[config.mk]
export PLATFORM = sky130hd
export DESIGN_NAME = fpu_long_issuer
export DESIGN_NICKNAME = d
export VERILOG_FILES = /design/src/rtl/fpu_long_issuer.sv
export SDC_FILE = /design/constraint.sdc
export NUM_CORES = 1
export LEC_CHECK = 0
export ABC_AREA = 1
export BUFFER_PORTS_ARGS = -buffer_cell sky130_fd_sc_hd__buf_4
export CORE_UTILIZATION = 33
export DETAILED_ROUTE_END_ITERATION = 6
export HOLD_SLACK_MARGIN = 0.15
export SLEW_MARGIN = 25
export SYNTH_ARGS = -nofsm -noshare
export SYNTH_HDL_FRONTEND = slang
export SYNTH_SLANG_ARGS = --single-unit
[constraint.sdc]
create_clock -name clk -period 2.25 [get_ports clk]
set_clock_uncertainty 0.2 [all_clocks]
set_input_delay 0.1125 -clock clk [delete_from_list [all_inputs] [get_ports clk]]
set_output_delay 0.1125 -clock clk [all_outputs]
set_load 0.1 [all_outputs]
[src/rtl/fpu_long_issuer.sv]
// Issue stage for a multi-cycle FP unit: accepts one op, starts the FPU, waits for its
// result (with flush and timeout handling) and presents it on a writeback handshake.
module fpu_long_issuer #(
  parameter int TIMEOUT = 64
) (
  input  logic        clk,
  input  logic        rstn,
  input  logic        req_valid,
  output logic        req_ready,
  input  logic [31:0] req_x,
  input  logic [31:0] req_y,
  input  logic [31:0] req_z,
  input  logic [4:0]  req_funct5,
  input  logic [2:0]  req_rm,
  input  logic [4:0]  req_rd,
  input  logic        flush,
  output logic        fpu_en,
  output logic [31:0] fpu_x,
  output logic [31:0] fpu_y,
  output logic [31:0] fpu_z,
  output logic [4:0]  fpu_funct5,
  output logic [2:0]  fpu_rm,
  input  logic [31:0] fpu_res,
  input  logic        fpu_valid,
  output logic        wb_valid,
  input  logic        wb_ready,
  output logic [31:0] wb_data,
  output logic [4:0]  wb_rd,
  output logic        busy,
  output logic        timeout_err
);

  typedef enum logic [2:0] {IDLE, ISSUE, WAIT, HOLD, DRAIN} state_t;

  localparam int CW = (TIMEOUT > 2) ? $clog2(TIMEOUT) : 1;
  localparam logic [CW-1:0] CNT_LAST = CW'(TIMEOUT - 1);

  state_t        state;
  logic [CW-1:0] cnt;

  // Handshake/strobe outputs decode straight from the state register.
  assign req_ready = (state == IDLE);
  assign busy      = (state != IDLE);
  assign fpu_en    = (state == ISSUE);
  assign wb_valid  = (state == HOLD);

  always_ff @(posedge clk or negedge rstn) begin
    if (!rstn) begin
      state       <= IDLE;
      cnt         <= '0;
      timeout_err <= 1'b0;
      fpu_x       <= '0;
      fpu_y       <= '0;
      fpu_z       <= '0;
      fpu_funct5  <= '0;
      fpu_rm      <= '0;
      wb_data     <= '0;
      wb_rd       <= '0;
    end else begin
      case (state)
        IDLE: begin
          if (req_valid && !flush) begin
            fpu_x      <= req_x;
            fpu_y      <= req_y;
            fpu_z      <= req_z;
            fpu_funct5 <= req_funct5;
            fpu_rm     <= req_rm;
            wb_rd      <= req_rd;
            state      <= ISSUE;
          end
        end
        ISSUE: begin
          cnt <= '0;
          if (fpu_valid && flush) begin
            state <= IDLE;
          end else if (fpu_valid) begin
            wb_data <= fpu_res;
            state   <= HOLD;
          end else if (flush) begin
            state <= DRAIN;
          end else begin
            state <= WAIT;
          end
        end
        WAIT: begin
          if (fpu_valid) begin
            if (!flush) begin
              wb_data <= fpu_res;
              state   <= HOLD;
            end else begin
              state <= IDLE;
            end
          end else if (cnt == CNT_LAST) begin
            timeout_err <= 1'b1;
            state       <= IDLE;
          end else begin
            // A killed op keeps counting in DRAIN so a lost result still times out.
            cnt <= cnt + 1'b1;
            if (flush) state <= DRAIN;
          end
        end
        DRAIN: begin
          if (fpu_valid) begin
            state <= IDLE;
          end else if (cnt == CNT_LAST) begin
            timeout_err <= 1'b1;
            state       <= IDLE;
          end else begin
            cnt <= cnt + 1'b1;
          end
        end
        HOLD: begin
          // A flush here kills the writeback even if the consumer is ready.
          if (flush || wb_ready) state <= IDLE;
        end
        default: state <= IDLE;
      endcase
    end
  end

endmodule

==> summary.md <==
The tools report the achievable frequency as 472 MHz. The cell count after placement was 1205. After synthesis, the mean cell area works out to 8.91 um^2. The fraction of the cycle the final worst path needs was 0.941.

For the cell area after technology mapping, the log shows 6320 um^2. The tools report the hold violation count in the final report as 0. The slowest stage of the critical path is the dlygate4sd3_1 cell. For the final routed database, the setup TNS stands at 0 ps. The tools report the pin count of the biggest net entering global routing as 62.

The sequential cells in the finished layout cover a total of 3780 um^2. The largest total area in the synthesized netlist belongs to dfrtp_1. Clock slew at the register clock pins of the worst setup and hold paths: 70 ps. TritonCTS built the clock tree. At the pin with the least slew margin, the transition time is 608 ps. In this design, the stage delay of the slowest critical-path cell is 590 ps. The tools report the count of distinct cell types in the synthesized netlist as 25. In this run the count of I/O pins placed on the die edge is 293. Data on the critical path arrives at its endpoint at 2270 ps. For the sequential area share after synthesis, the log shows 0.598. Setup repair after global routing left no endpoint under its margin. The height of the chip is 140 um, and the area of the multi-input gates is 2180 um^2.

The worst path needs 2120 ps of the cycle, external delays included. The number of buffers on the longest clock path was 2; the headroom to the max-slew limit was 0.595. Number of failing setup endpoints in the final timing report: 0. The proportion of layout cells with a drive suffix above 1 came out at 0.292.

Total number of H-tree levels: 4. The tools report the cell row count as 50. The cell with the most instances after synthesis was nand2_1.

In this run the worst path has a maximum fanout of 29. Number of enable-type register cells in the synthesized netlist: 0. The commonest cells after synthesis are nand2_1 (311), nand3_1 (157), dfrtp_1 (151). The synthesized design contains 151 register bits.

The cell chosen for the clock root is clkbuf_16. The number of antenna diodes in the final layout is 0. The logs give 0 for the number of remaining DRC errors and 0 for the number of antenna violations at the first check in global routing. For the global-route wire length before repair, the log shows 35.0 mm. The worst hold path begins at fpu_res[30]. The logs give 0.226 for the total global routing track utilization and 130 ps for the minimum setup slack among reg-to-reg paths.

The tools report the count of non-filler cells in the finished layout as 1453. The flow ran to the end, and the final reports show no timing, DRC or antenna violations. Synthesis produced a netlist with a net count of 858. The first routing iteration left 284 violations. The fraction of the core area covered by cells at the end of the flow was 0.611. The detailed router placed 6759 vias in this run. The total global routing overflow was 0. The critical path is of the reg2reg type. Using the TritonRoute via totals, the vias-per-cell ratio works out to 4.65. Traced cell by cell, the critical path runs through nor2_4, nand2_2, inv_4, buf_16, nand3_1, dlygate4sd3_1, nand2_1. By area the synthesized netlist is led by dfrtp_1 (60%), nand2_1 (18%), nand3_1 (12%). For the effective utilization at floorplan, the log shows 0.337. The path class of the tightest hold or removal check is in2reg.

The layout has 1588 filler cells. Critical path startpoint category: a register. The leading register cell type out of synthesis is dfrtp_1.

The top cell type's share of synthesized area came out at 0.598. The die covers 19700 um^2. Final routed wirelength across all metal layers: 22.1 mm.

The worst setup path is captured at a register. The floorplan step set the die width to 140 um. For the number of global-route vias before repair, the log shows 6853.

The final layout contains 1354 nets. The HPWL after detailed placement is 13.1 mm, and the routability congestion estimate is 0.772. Synthesized instance count: 710.

The synthesis-to-layout area growth is 81.4%. Port buffering added 292 buffers. The async set-reset flop share out of synthesis was 1.00; the wire length per cell after detailed routing was 15.2 um. Once detail routing completed, the nets flagged for antenna violations numbered 0. The CTS sink count was 151; the worst path required time was 2410 ps. Max-cap violations in this run came to 0. The area of the core was 18800 um^2. The startpoint identified for the worst register-to-register timing path is state[1]. Insertion delay to the later sink of the worst-skew pair: 420 ps. The timing startpoint of the critical path is state[1]. Number of max-slew violations in the final report: 0. The logs give 0 for the Yosys warning count and 5 for the first-pass iteration count of the detailed router. Clock tree synthesis inserted a total of 17 buffers.
[stage by stage]
| stage | setup WS, ps | hold WS (ps) | instance area, um^2 |
|---|---|---|---|
| 2_1_floorplan | 86.6 | -383 | 6330 |
| 3_3_place_gp | 388 | -133 | 8700 |
| 3_5_place_dp | 319 | -139 | 8700 |
| 4_1_cts | 17.7 | 201 | 11400 |
| 5_1_grt | 41.6 | 230 | 11500 |
| 6_report | 133 | 230 | 11500 |
[cells by family after synthesis]
family	after synthesis	share of synthesized area
DFF	151	0.598
AOI/OAI and AO/OA	3	0.00396
adders and majority gates	1	0.00198
buffers and inverters	59	0.0582
xor gates and xnor gates	3	0.00416
and+or+nand+nor	493	0.334
[registers in the layout (all words and copies together) (netlist names)]
name and count:
fpu_x 32, fpu_y 32, fpu_z 32, wb_data 32, cnt 6, fpu_funct5 5, wb_rd 5, fpu_rm 3
state 3, timeout_err 1
[path summary, 6_finish.rpt]
check                               to  cells after the start
setup / recovery             fpu_x[23]                      7
hold / removal             wb_data[30]                      4
setup reg to reg             fpu_x[23]                      7
hold reg to reg              fpu_x[27]                      2
max in group asynchronous     fpu_z[5]                      4
min in group asynchronous  wb_data[24]                      4
[critical path, delay by kind of cell (launching register included)]
| family | cells | cell delay, ps |
|---|---|---|
| AND/OR/NAND/NOR | 4 | 420 |
| flip-flops | 1 | 480 |
| buffers and inverters | 3 | 930 |
[layer usage]
| layer | track usage | share of wire | up-vias |
|---|---|---|---|
| met5 | 0 | 0 | - |
| met4 | 0.0677 | 0.019 | 0 |
| met3 | 0.0622 | 0.060 | 31 |
| met2 | 0.411 | 0.52 | 234 |
| met1 | 0.257 | 0.40 | 3232 |
| li1 | - | - | 3262 |
[what timing repair did]
| action | 4_1_cts | 5_1_grt |
|---|---|---|
| endpoints found under the setup margin | 0 | 44 |
| hold buffers | 215 | 0 |
| hold endpoints to repair | 302 | 0 |
| resized for setup | 0 | 2 |
| buffers inserted | 0 | 0 |
[cell usage in the layout, fill, tap and decap left out, drive strengths merged]
master       count
clkbuf          19
o21ai            1
or2              2
nor3             1
xor2             1
nand3b           1
bufinv           1
nor2            15
a21boi           1
dfrtp          151
xnor2            2
nand2          315
inv             22
buf            307
ha               1
dlygate4sd3    214
clkinvlp         2
nand3          159
a31o             1
clkinv           3
[cell type report]
type,instances,share of cell area
Timing Repair Buffer,522,0.399
Sequential cell,151,0.329
Multi-Input combinational cell,500,0.190
Clock buffer,18,0.0383
Tap cell,234,0.0255
Clock inverter,14,0.0121
Inverter,14,0.00480
Power is left out: the tool's default activity adds up to more than one toggle a clock period on the data nets, which glitch-free logic cannot reach.
